## src/rtl/vga_scanout.sv

```systemverilog
// vga_scanout: raster timing generator, 16-entry palette lookup and registered RGB/sync/blank stage.
// Build macro SCANOUT_TEST_PATTERN_EN adds a test_mode input that swaps color_idx for DrawX[9:6] colour bars.
module vga_scanout #(
   parameter int CLK_DIV   = 2,
   parameter int H_VISIBLE = 640,
   parameter int H_FRONT   = 16,
   parameter int H_SYNC    = 96,
   parameter int H_BACK    = 48,
   parameter int V_VISIBLE = 480,
   parameter int V_FRONT   = 10,
   parameter int V_SYNC    = 2,
   parameter int V_BACK    = 33
) (
   input  logic       Clk,
   input  logic       Reset_n,
`ifdef SCANOUT_TEST_PATTERN_EN
   input  logic       test_mode,
`endif
   output logic [9:0] DrawX,
   output logic [9:0] DrawY,
   input  logic [3:0] color_idx,
   output logic       pixel_ce,
   output logic       frame_start,
   output logic       hs,
   output logic       vs,
   output logic       blank_n,
   output logic [7:0] VGA_R,
   output logic [7:0] VGA_G,
   output logic [7:0] VGA_B
);

   localparam int H_TOTAL = H_VISIBLE + H_FRONT + H_SYNC + H_BACK;
   localparam int V_TOTAL = V_VISIBLE + V_FRONT + V_SYNC + V_BACK;
   localparam int DIV_W   = (CLK_DIV > 1) ? $clog2(CLK_DIV) : 1;

   localparam logic [DIV_W-1:0] DIV_LAST = DIV_W'(CLK_DIV - 1);
   localparam logic [9:0] H_LAST     = 10'(H_TOTAL - 1);
   localparam logic [9:0] V_LAST     = 10'(V_TOTAL - 1);
   localparam logic [9:0] H_VIS      = 10'(H_VISIBLE);
   localparam logic [9:0] V_VIS      = 10'(V_VISIBLE);
   localparam logic [9:0] H_SYNC_BEG = 10'(H_VISIBLE + H_FRONT);
   localparam logic [9:0] H_SYNC_END = 10'(H_VISIBLE + H_FRONT + H_SYNC);
   localparam logic [9:0] V_SYNC_BEG = 10'(V_VISIBLE + V_FRONT);
   localparam logic [9:0] V_SYNC_END = 10'(V_VISIBLE + V_FRONT + V_SYNC);

   // Fixed 16-colour palette, RRGGBB.
   function automatic logic [23:0] palette_lookup(input logic [3:0] idx);
      logic [23:0] rgb;
      case (idx)
         4'd0:    rgb = 24'h000000;
         4'd1:    rgb = 24'h0000AA;
         4'd2:    rgb = 24'h00AA00;
         4'd3:    rgb = 24'h00AAAA;
         4'd4:    rgb = 24'hAA0000;
         4'd5:    rgb = 24'hAA00AA;
         4'd6:    rgb = 24'hAA5500;
         4'd7:    rgb = 24'hAAAAAA;
         4'd8:    rgb = 24'h555555;
         4'd9:    rgb = 24'hFFFFFF;
         4'd10:   rgb = 24'h5555FF;
         4'd11:   rgb = 24'h55FF55;
         4'd12:   rgb = 24'h55FFFF;
         4'd13:   rgb = 24'hFF5555;
         4'd14:   rgb = 24'hFFFF00;
         4'd15:   rgb = 24'hFF55FF;
         default: rgb = 24'h000000;
      endcase
      return rgb;
   endfunction

   function automatic logic in_window(input logic [9:0] v, input logic [9:0] lo, input logic [9:0] hi);
      return (v >= lo) && (v < hi);
   endfunction

   logic [DIV_W-1:0] div_q, div_d;
   logic             ce_q, ce_d;
   logic [9:0]       hc_q, hc_d;
   logic [9:0]       vc_q, vc_d;
   logic             fs_q, fs_d;
   logic             blank_q, blank_d;
   logic             hs_q, hs_d;
   logic             vs_q, vs_d;
   logic [23:0]      rgb_q, rgb_d;
   logic [3:0]       pix_idx_s;
   logic             vis_s;

   // Pixel divider and raster counters; ce is precomputed so it is a flop aligned with the divider.
   always_comb begin
      div_d = div_q;
      hc_d  = hc_q;
      vc_d  = vc_q;
      if (div_q == DIV_LAST) begin
         div_d = {DIV_W{1'b0}};
      end else begin
         div_d = div_q + DIV_W'(1);
      end
      ce_d = (div_d == DIV_LAST);
      if (ce_q) begin
         if (hc_q == H_LAST) begin
            hc_d = 10'd0;
            if (vc_q == V_LAST) begin
               vc_d = 10'd0;
            end else begin
               vc_d = vc_q + 10'd1;
            end
         end else begin
            hc_d = hc_q + 10'd1;
         end
      end else begin
         hc_d = hc_q;
      end
      // Flags the tick that will wrap the raster back to (0,0).
      fs_d = ce_d && (hc_d == H_LAST) && (vc_d == V_LAST);
   end

   // Output stage: colour, blank and syncs for the current coordinates, all captured on the same tick.
   always_comb begin
      pix_idx_s = color_idx;
`ifdef SCANOUT_TEST_PATTERN_EN
      if (test_mode) begin
         pix_idx_s = hc_q[9:6];
      end else begin
         pix_idx_s = color_idx;
      end
`endif
      vis_s   = (hc_q < H_VIS) && (vc_q < V_VIS);
      blank_d = blank_q;
      hs_d    = hs_q;
      vs_d    = vs_q;
      rgb_d   = rgb_q;
      if (ce_q) begin
         blank_d = vis_s;
         hs_d    = !in_window(hc_q, H_SYNC_BEG, H_SYNC_END);
         vs_d    = !in_window(vc_q, V_SYNC_BEG, V_SYNC_END);
         if (vis_s) begin
            rgb_d = palette_lookup(pix_idx_s);
         end else begin
            rgb_d = 24'h000000;
         end
      end else begin
         blank_d = blank_q;
      end
   end

   // All state; reset parks the raster at the top-left with syncs idle and colour black.
   always_ff @(posedge Clk or negedge Reset_n) begin
      if (!Reset_n) begin
         div_q   <= {DIV_W{1'b0}};
         ce_q    <= 1'b0;
         hc_q    <= 10'd0;
         vc_q    <= 10'd0;
         fs_q    <= 1'b0;
         blank_q <= 1'b0;
         hs_q    <= 1'b1;
         vs_q    <= 1'b1;
         rgb_q   <= 24'h000000;
      end else begin
         div_q   <= div_d;
         ce_q    <= ce_d;
         hc_q    <= hc_d;
         vc_q    <= vc_d;
         fs_q    <= fs_d;
         blank_q <= blank_d;
         hs_q    <= hs_d;
         vs_q    <= vs_d;
         rgb_q   <= rgb_d;
      end
   end

   assign DrawX       = hc_q;
   assign DrawY       = vc_q;
   assign pixel_ce    = ce_q;
   assign frame_start = fs_q;
   assign hs          = hs_q;
   assign vs          = vs_q;
   assign blank_n     = blank_q;
   assign VGA_R       = rgb_q[23:16];
   assign VGA_G       = rgb_q[15:8];
   assign VGA_B       = rgb_q[7:0];

endmodule

```

## config.mk

```make
export PLATFORM = sky130hd
export DESIGN_NAME = vga_scanout
export DESIGN_NICKNAME = d
export VERILOG_FILES = /design/src/rtl/vga_scanout.sv
export SDC_FILE = /design/constraint.sdc
export NUM_CORES = 1
export LEC_CHECK = 0
export CORE_ASPECT_RATIO = 0.5
export CORE_MARGIN = 2
export CORE_UTILIZATION = 50
export CTS_CLUSTER_DIAMETER = 120
export DETAILED_ROUTE_END_ITERATION = 8
export PLACE_DENSITY_LB_ADDON = 0.15
export SETUP_SLACK_MARGIN = 0.05
export SKIP_CTS_REPAIR_TIMING = 1
export SLEW_MARGIN = 10
export SYNTH_ARGS = -nofsm -noshare
export SYNTH_HDL_FRONTEND = slang
export SYNTH_SLANG_ARGS = --single-unit
```

## constraint.sdc

```tcl
create_clock -name Clk -period 3.9 [get_ports Clk]
set_input_delay 0.78 -clock Clk [delete_from_list [all_inputs] [get_ports Clk]]
set_output_delay 0.78 -clock Clk [all_outputs]
set_load 0.005 [all_outputs]
```

-- Word-level counts from Yosys, hierarchy flattened
Memory sizes are Yosys's and may differ from the RTL's.
Cells that the tools add are included.
- register bits after elaboration: 49
- latch bits: 0
- memory bits (writable): 0
- ROM bits: 384
- memories: 1
- $add $sub $neg: 3
- $mul: 0
- div/mod/pow operators: 0
- magnitude comparators: 6
- equality and inequality tests: 4
- shift operators: 0
- muxes and demuxes: 7
- bitwise operators: 0
- reduce and logical (&&, ||, !) cells: 7
- memory list (memory ; words ; width ; read ports ; clocked after Yosys merged registers in ; wr ports ; RTL line ; source):
    (name not given) ; 16 ; 24 ; 1 ; 0 ; 0 ; 49 ; case (idx)
- operators by type and width (kind ; count):
    $mux W10 ; 5
    $eq A10 B10 Y1 const B ; 4
    $mux W24 ; 1
    $add A10 B1 Y10 const B ; 2
    $lt A10 B10 Y1 const B ; 2
    $lt A10 B9 Y1 const B ; 2
    $ge A10 B10 Y1 const B ; 1
    $ge A10 B9 Y1 const B ; 1
    $logic_and A1 B1 Y1 ; 5
    $logic_not A1 Y1 ; 2
    $add A1 B1 Y1 const B ; 1
    $mux W1 ; 1

-- Depth between registers and ports, before layout
Gate-level depths: netlist of run 1.
- word-level depth: 6
- depth in mapped cells: 7

-- Worst setup path after synthesis of run 1
OpenSTA, ideal clock, no wires.
- path kind: register to register
- start point: register hc_q[5], in the netlist DrawX[5]
- end point: register fs_q, in the netlist frame_start
- setup time: 0.122 ns
- arrival time: 2.318 ns
- required time: 3.778 ns
- path slack: 1.460 ns
- stages on the path, launching flop included: 8
- buffers on the path: 2
- cells stage by stage: dfrtp_1 > buf_6 > or4b_4 > or4_1 > buf_2 > or4_1 > nand4_1 > nor3_2
- cells in the longest elaborated chain, start to end: 6
- elaborated cells between the ends (all ways): 10
- RTL lines (what ; RTL line ; source):
    start: declaration ; 77 ; logic [9:0] hc_q, hc_d;
    start signal: assignment ; 150 ; hc_q <= 10'd0;
    start signal: assignment ; 160 ; hc_q <= hc_d;
    $add A10 B1 Y10 / $eq A10 B10 Y1 (equally long branches) ; 107, 99 ;
    $mux W10 ; 99 ; if (hc_q == H_LAST) begin
    $mux W10 ; 98 ; if (ce_q) begin
    $eq A10 B10 Y1 ; 113 ; fs_d = ce_d && (hc_d == H_LAST) && (vc_d == V_LAST);
    $logic_and A1 B1 Y1 ; 113 ;
    $logic_and A1 B1 Y1 (*) ; 113 ;
    named net fs_d ; 79 ; logic fs_q, fs_d;
    end signal: assignment ; 162 ; fs_q <= fs_d;
    end: declaration ; 79 ;
Mark *: on every way through the listed nets, which the timed path passes. The rest lies on a longest branch.
A chain may end at the register's enable or synchronous reset.

-- Worst setup path in the final report of run 1
Ends and elaborated chain as after synthesis.

==> impl_metrics.yaml, run 1 <==
synth:
  synth-seq-cells: 31
  yosys-top-cells-count: "29 x dfrtp_1, 18 x buf_4, 14 x nand2_1, 11 x nor2_1, 11 x o21ai_0"
  synth-seq-area-share_pct: 42.0
  syn_inst: 195
  synth_top_area_cell: "dfrtp_1"
  syn-num-nets: 209
  synth_compound_area_share_pct: 11.9
  async_flop_share_pct: 100
  synth_area_sq_um: 1850
  synth_simple_gate_area_share_pct: 22.7
  synth_mux_area_share_pct: 3.24
  synthMostInstantiatedCell: "dfrtp_1"
  avgSynthCellArea_sq_um: 9.50
  synth_top_family_by_area: "simple AND/OR/NAND/NOR gates"
  synth_xor_area_share_pct: 3.31
  synth_adder_area_share_pct: 5.41
  synth_top_area_share_pct: 39.2
  synth_edf_count: 0
  ys_types: 43
  synth_area_leaders: "dfrtp_1 39%, buf_4 7.3%, ha_1 5.4%"
  yosysWarnings: 0
  synthFlopType: "dfrtp_1"
routing:
  ant_nets: 0
  routed_wl_mm: 4.11
  first_pass_iters: 4
  drt_iter0_markers: 93
  drc_errors: 0
  num_vias: 1565
  wl_per_cell_um: 14.5
  drt-vias-per-instance: 5.53
die:
  core.rowCount: 15
  dieArea_sq_um: 4240
  die_width_um: 90.1
  start_util_pct: 53.0
  core_area_sq_um: 3490
  io_pins: 55
  die_y_um: 47.0
cells_and_area:
  utilization_pct: 68.5
  finalNonFillerCells: 283
  nFillCells: 278
  drive_gt1_share_pct: 8.62
  diodes: 0
  area_growth_pct: 29.1
  final_cell_area_sq_um: 2390
  final_nets: 245
clocking:
  h-tree-depth: 2
  clk_latency_ns: 0.28
  cts_max_path_buffers: 2
  numCtsBuffers: 5
  cts_root_buffer: "clkbuf_8"
  path_clk_slew_ns: 0.06
  cts.sinks: 31
  cts_tree: "yes"
grt:
  grt-ovfl-total: 0
  grt_max_degree: 32
  grt_pass1_wl_mm: 6.36
  antenna_found_initial: 0
  grt_pass1_vias: 1285
  track_usage_pct: 19.8
setup_path:
  crit_required_ns: 4.11
  path_max_fanout: 11
  critPathLaunchType: "flop"
  crit_type: "flop to flop"
  cp-end-kind: "flop"
  crit_arrival_ns: 2.93
pwr:
  pwr_density_cell_nw_per_um2: 285
  p_leak_nw: 0.957
  total_power_uw: 681
  peakVddDrop_mv: 0.137
worst_hold_path:
  hold_class: "flop to flop"
placement:
  placed_area_sq_um: 2290
  gp_congestion: 0.888
  placedCellCount: 275
  port_buffers: 54
  hpwl_mm: 3.03
outcome:
  outcome: "finished clean"
timing:
  finalHoldViolCount: 0
  grt_setup_unrepaired: "no"
  finalMaxSlewViolations: 0
  min_period_ns: 2.72
  finalCritPeriodShare_pct: 69.8
  slew_headroom_pct: 30.7
  setup_viol_count_final: 0
  clock.fmax_ghz: 0.367
  tightest_slew_ns: 1.03
  clock_skew_ns: 0.00376
  fin_tns_setup_ns: 0
flow_run:
  max-cap-violations: 0
-- area by class of cell --
class | count | area [sq um] | area share [%]
repair buffers | 55 | 548 | 22.9
flip-flops and latches | 31 | 778 | 32.6
multi-input cells | 128 | 862 | 36.1
inverters | 10 | 37.5 | 1.57
clock buffers | 8 | 100 | 4.19
well taps | 51 | 63.8 | 2.67
-- final timing paths --
path	startpoint	to	slack [ns]	cells after the start
max in group asynchronous	Reset_n	hs$_DFFE_PN1P_	2.68	2
min reg2reg	blank_n$_DFFE_PN0P_	blank_n$_DFFE_PN0P_	0.49	1
min	blank_n$_DFFE_PN0P_	blank_n$_DFFE_PN0P_	0.49	1
min in group asynchronous	Reset_n	DrawY[5]$_DFF_PN0_	0.89	2
max reg2reg	DrawX[5]$_DFF_PN0_	frame_start$_DFF_PN0_	1.18	5
max	DrawX[5]$_DFF_PN0_	frame_start$_DFF_PN0_	1.18	5
-- layer usage --
| metal | wire length (um) | GRT usage (%) | vias up |
|---|---|---|---|
| met5 | 0 | 0 | - |
| li1 | - | - | 759 |
| met4 | 22 | 6.46 | 0 |
| met2 | 1820 | 31.7 | 52 |
| met3 | 255 | 6.26 | 3 |
| met1 | 2010 | 26.6 | 751 |
-- where the power goes --
part	leakage, nW	internal, mW	total, mW	switching [mW]
registers	0.393	0.327	0.333	0.00621
logic	0.512	0.0459	0.0712	0.0253
clock network	0.0515	0.161	0.276	0.116
total	0.957	0.533	0.681	0.147
-- placed cells by master (no fill, tap or decap), types with 6 or more instances in the layout --
cell / count
nand2_1: 14
dfrtp_1: 29
o21ai_0: 11
nand3_1: 10
nor4_1: 7
clkbuf_8: 7
clkdlybuf4s50_1: 54
nor2_1: 11
a21oi_1: 6
inv_1: 9
nand4_1: 9
ha_1: 8
-- kinds of logic (layout without fill, tap and decap cells) --
logic type / Yosys count / in the layout
muxes: 4 / 4
DFF: 31 / 31
buffers and inverters: 36 / 73
adders and majority gates: 8 / 8
and+or+nand+nor: 76 / 76
AOI/OAI and AO/OA: 33 / 33
xor gates and xnor gates: 7 / 7
-- through the flow --
step / worst slack, ns / hold slack [ns]
2_1_floorplan: 1.46 / 0.476
3_3_place_gp: 1.26 / 0.466
3_5_place_dp: 1.20 / 0.478
4_1_cts: 1.21 / 0.493
5_1_grt: 1.09 / 0.517
6_report: 1.18 / 0.486
-- worst max-delay path, stage by stage, from the launching register on --
cell,delay (ns)
dfrtp_1,0.48
or4b_4,0.60
or4_1,0.61
or3_4,0.48
mux2_4,0.31
nor3_2,0.16
-- registers in the layout, summed over array words and instances (netlist names) --
name,flops
blank_n,1
frame_start,1
pixel_ce,1
hs,1
rgb_q,6
DrawX,10
vs,1
DrawY,10
No activity file was read; power rests on OpenSTA's default activity.
==> inputs of run 2 (changes only) <==
- CORE_UTILIZATION: 50 -> 43
- clock period: 3.9 -> 2.4 ns (I/O delays scaled with it)
==> run 2 against run 1 <==
Combinational power up 63%; critical path type unchanged; hold slack better by 0.0052 ns; critical path depth unchanged; highest routed layer unchanged; fmax up 17%.
==> impl_metrics.yaml, run 2 (synthesized netlist as in run 1, its figures left out) <==
placement:
  placed_area_sq_um: 2410
  gp_congestion: 0.841
  port_buffers: 54
  hpwl_mm: 3.26
pwr:
  pwr_density_cell_nw_per_um2: 422
  peakVddDrop_mv: 0.181
  p_leak_nw: 1.02
routing:
  num_vias: 1618
  drt_iter0_markers: 107
  routed_wl_mm: 4.35
  drc_errors: 0
  wl_per_cell_um: 14.5
  ant_nets: 0
  drt-vias-per-instance: 5.38
  first_pass_iters: 4
clocking:
  cts.sinks: 31
  path_clk_slew_ns: 0.07
  cts_max_path_buffers: 2
  cts_root_buffer: "clkbuf_8"
  h-tree-depth: 2
  clk_latency_ns: 0.28
  numCtsBuffers: 5
  cts_tree: "yes"
timing:
  clock.fmax_ghz: 0.430
  finalHoldViolCount: 0
  finalMaxSlewViolations: 0
  setup_viol_count_final: 0
  tightest_slew_ns: 0.399
  slew_headroom_pct: 73.1
  min_period_ns: 2.33
  clock_skew_ns: 0.00846
  finalCritPeriodShare_pct: 97.0
  grt_setup_unrepaired: "yes"
die:
  io_pins: 55
  start_util_pct: 46.0
  die_y_um: 50.4
  dieArea_sq_um: 4880
  die_width_um: 96.8
  core_area_sq_um: 4020
  core.rowCount: 16
grt:
  grt-ovfl-total: 0
  antenna_found_initial: 0
  grt_max_degree: 32
  track_usage_pct: 19.1
  grt_pass1_vias: 1495
  grt_pass1_wl_mm: 7.32
setup_path:
  path_delay_family: "simple AND/OR/NAND/NOR gates"
  critPathLaunchType: "flop"
  r2r-end: "frame_start$_DFF_PN0_"
  crit_chain: "or4b_4 -> or4_4 -> or3_4 -> mux2_4 -> nor3_2"
  critical_path.max_stage_delay_ns: 0.56
  endpoint: "frame_start$_DFF_PN0_"
  crit_required_ns: 2.61
  critPathBufInv: 0
  crit_arrival_ns: 2.53
  crit_type: "flop to flop"
  slowest_stage: "or4b_4"
  rr_worst_depth: 5
  cp-end-kind: "flop"
  cp.depth: 5
  cp-startpoint: "DrawX[5]$_DFF_PN0_"
  r2r_start: "DrawX[5]$_DFF_PN0_"
  path_max_fanout: 4
  r2r_setup_slack_ns: 0.07
flow_run:
  max-cap-violations: 0
outcome:
  outcome: "finished clean"
cells_and_area:
  drive_gt1_share_pct: 15.0
  diodes: 0
  nFillCells: 355
  final_nets: 260
  final_cell_area_sq_um: 2500
  final_common_cell: "clkdlybuf4s50_1"
  utilization_pct: 62.1
  area_growth_pct: 34.9
  final_cell_mix: "54 x clkdlybuf4s50_1, 29 x dfrtp_1, 16 x buf_4, 14 x nand2_1"
worst_hold_path:
  hp-start: "blank_n$_DFFE_PN0P_"
  hold_class: "flop to flop"
-- run 2: how the worst min path moves through the flow --
stage	end	slack (ns)	cells past startpoint
2_1_floorplan	DrawX[0]$_DFF_PN0_	0.18	0
3_3_place_gp	blank_n$_DFFE_PN0P_	0.47	1
3_5_place_dp	blank_n$_DFFE_PN0P_	0.48	1
4_1_cts	vs$_DFFE_PN1P_	0.50	2
5_1_grt	blank_n$_DFFE_PN0P_	0.54	1
6_report	blank_n$_DFFE_PN0P_	0.49	1
-- run 2: per-layer routing --
metal	global-route usage, %	part of all wire (%)	vias up	wire (um)
li1	-	-	781	-
met1	25.4	48	779	2090
met2	31.4	46	54	2000
met3	5.71	5.5	4	238
met4	4.23	0.55	0	24
met5	0	0	-	0
-- run 2: through the flow --
step	instances	setup TNS, ns	setup slack, ns	hold slack [ns]	power (mW)
after floorplan	195	-0.00796	-0.00796	0.184	0.608
after detailed placement	293	0	0.0655	0.481	0.669
final	301	0	0.0719	0.491	1.05
after CTS	301	0	0.0665	0.496	1.07
after global placement	293	0	0.103	0.471	0.666
after global routing	301	0	0.0137	0.539	1.11
-- run 2: power by group --
| group | total [mW] | internal [mW] | switching (mW) |
|---|---|---|---|
| Sequential | 0.541 | 0.531 | 0.0101 |
| Clock | 0.398 | 0.202 | 0.196 |
| Combinational | 0.116 | 0.0762 | 0.0399 |
| Total | 1.05 | 0.809 | 0.246 |
-- run 2: final cells by class --
cell class                 instances  area, sq um  share of cell area, %
clock inverter                     2         12.5                  0.501
sequential                        31          778                   31.1
inverter                          10         37.5                   1.50
tap                               54         67.6                   2.70
multi-input combinational        128          870                   34.8
timing repair buffer              70          661                   26.4
clock buffer                       6         72.6                   2.90
==> inputs of run 3 (changes only) <==
- SKIP_CTS_REPAIR_TIMING: 1 -> not set
==> results of run 3 <==
No change in the layout: final DEF, timing and power equal those of run 2.
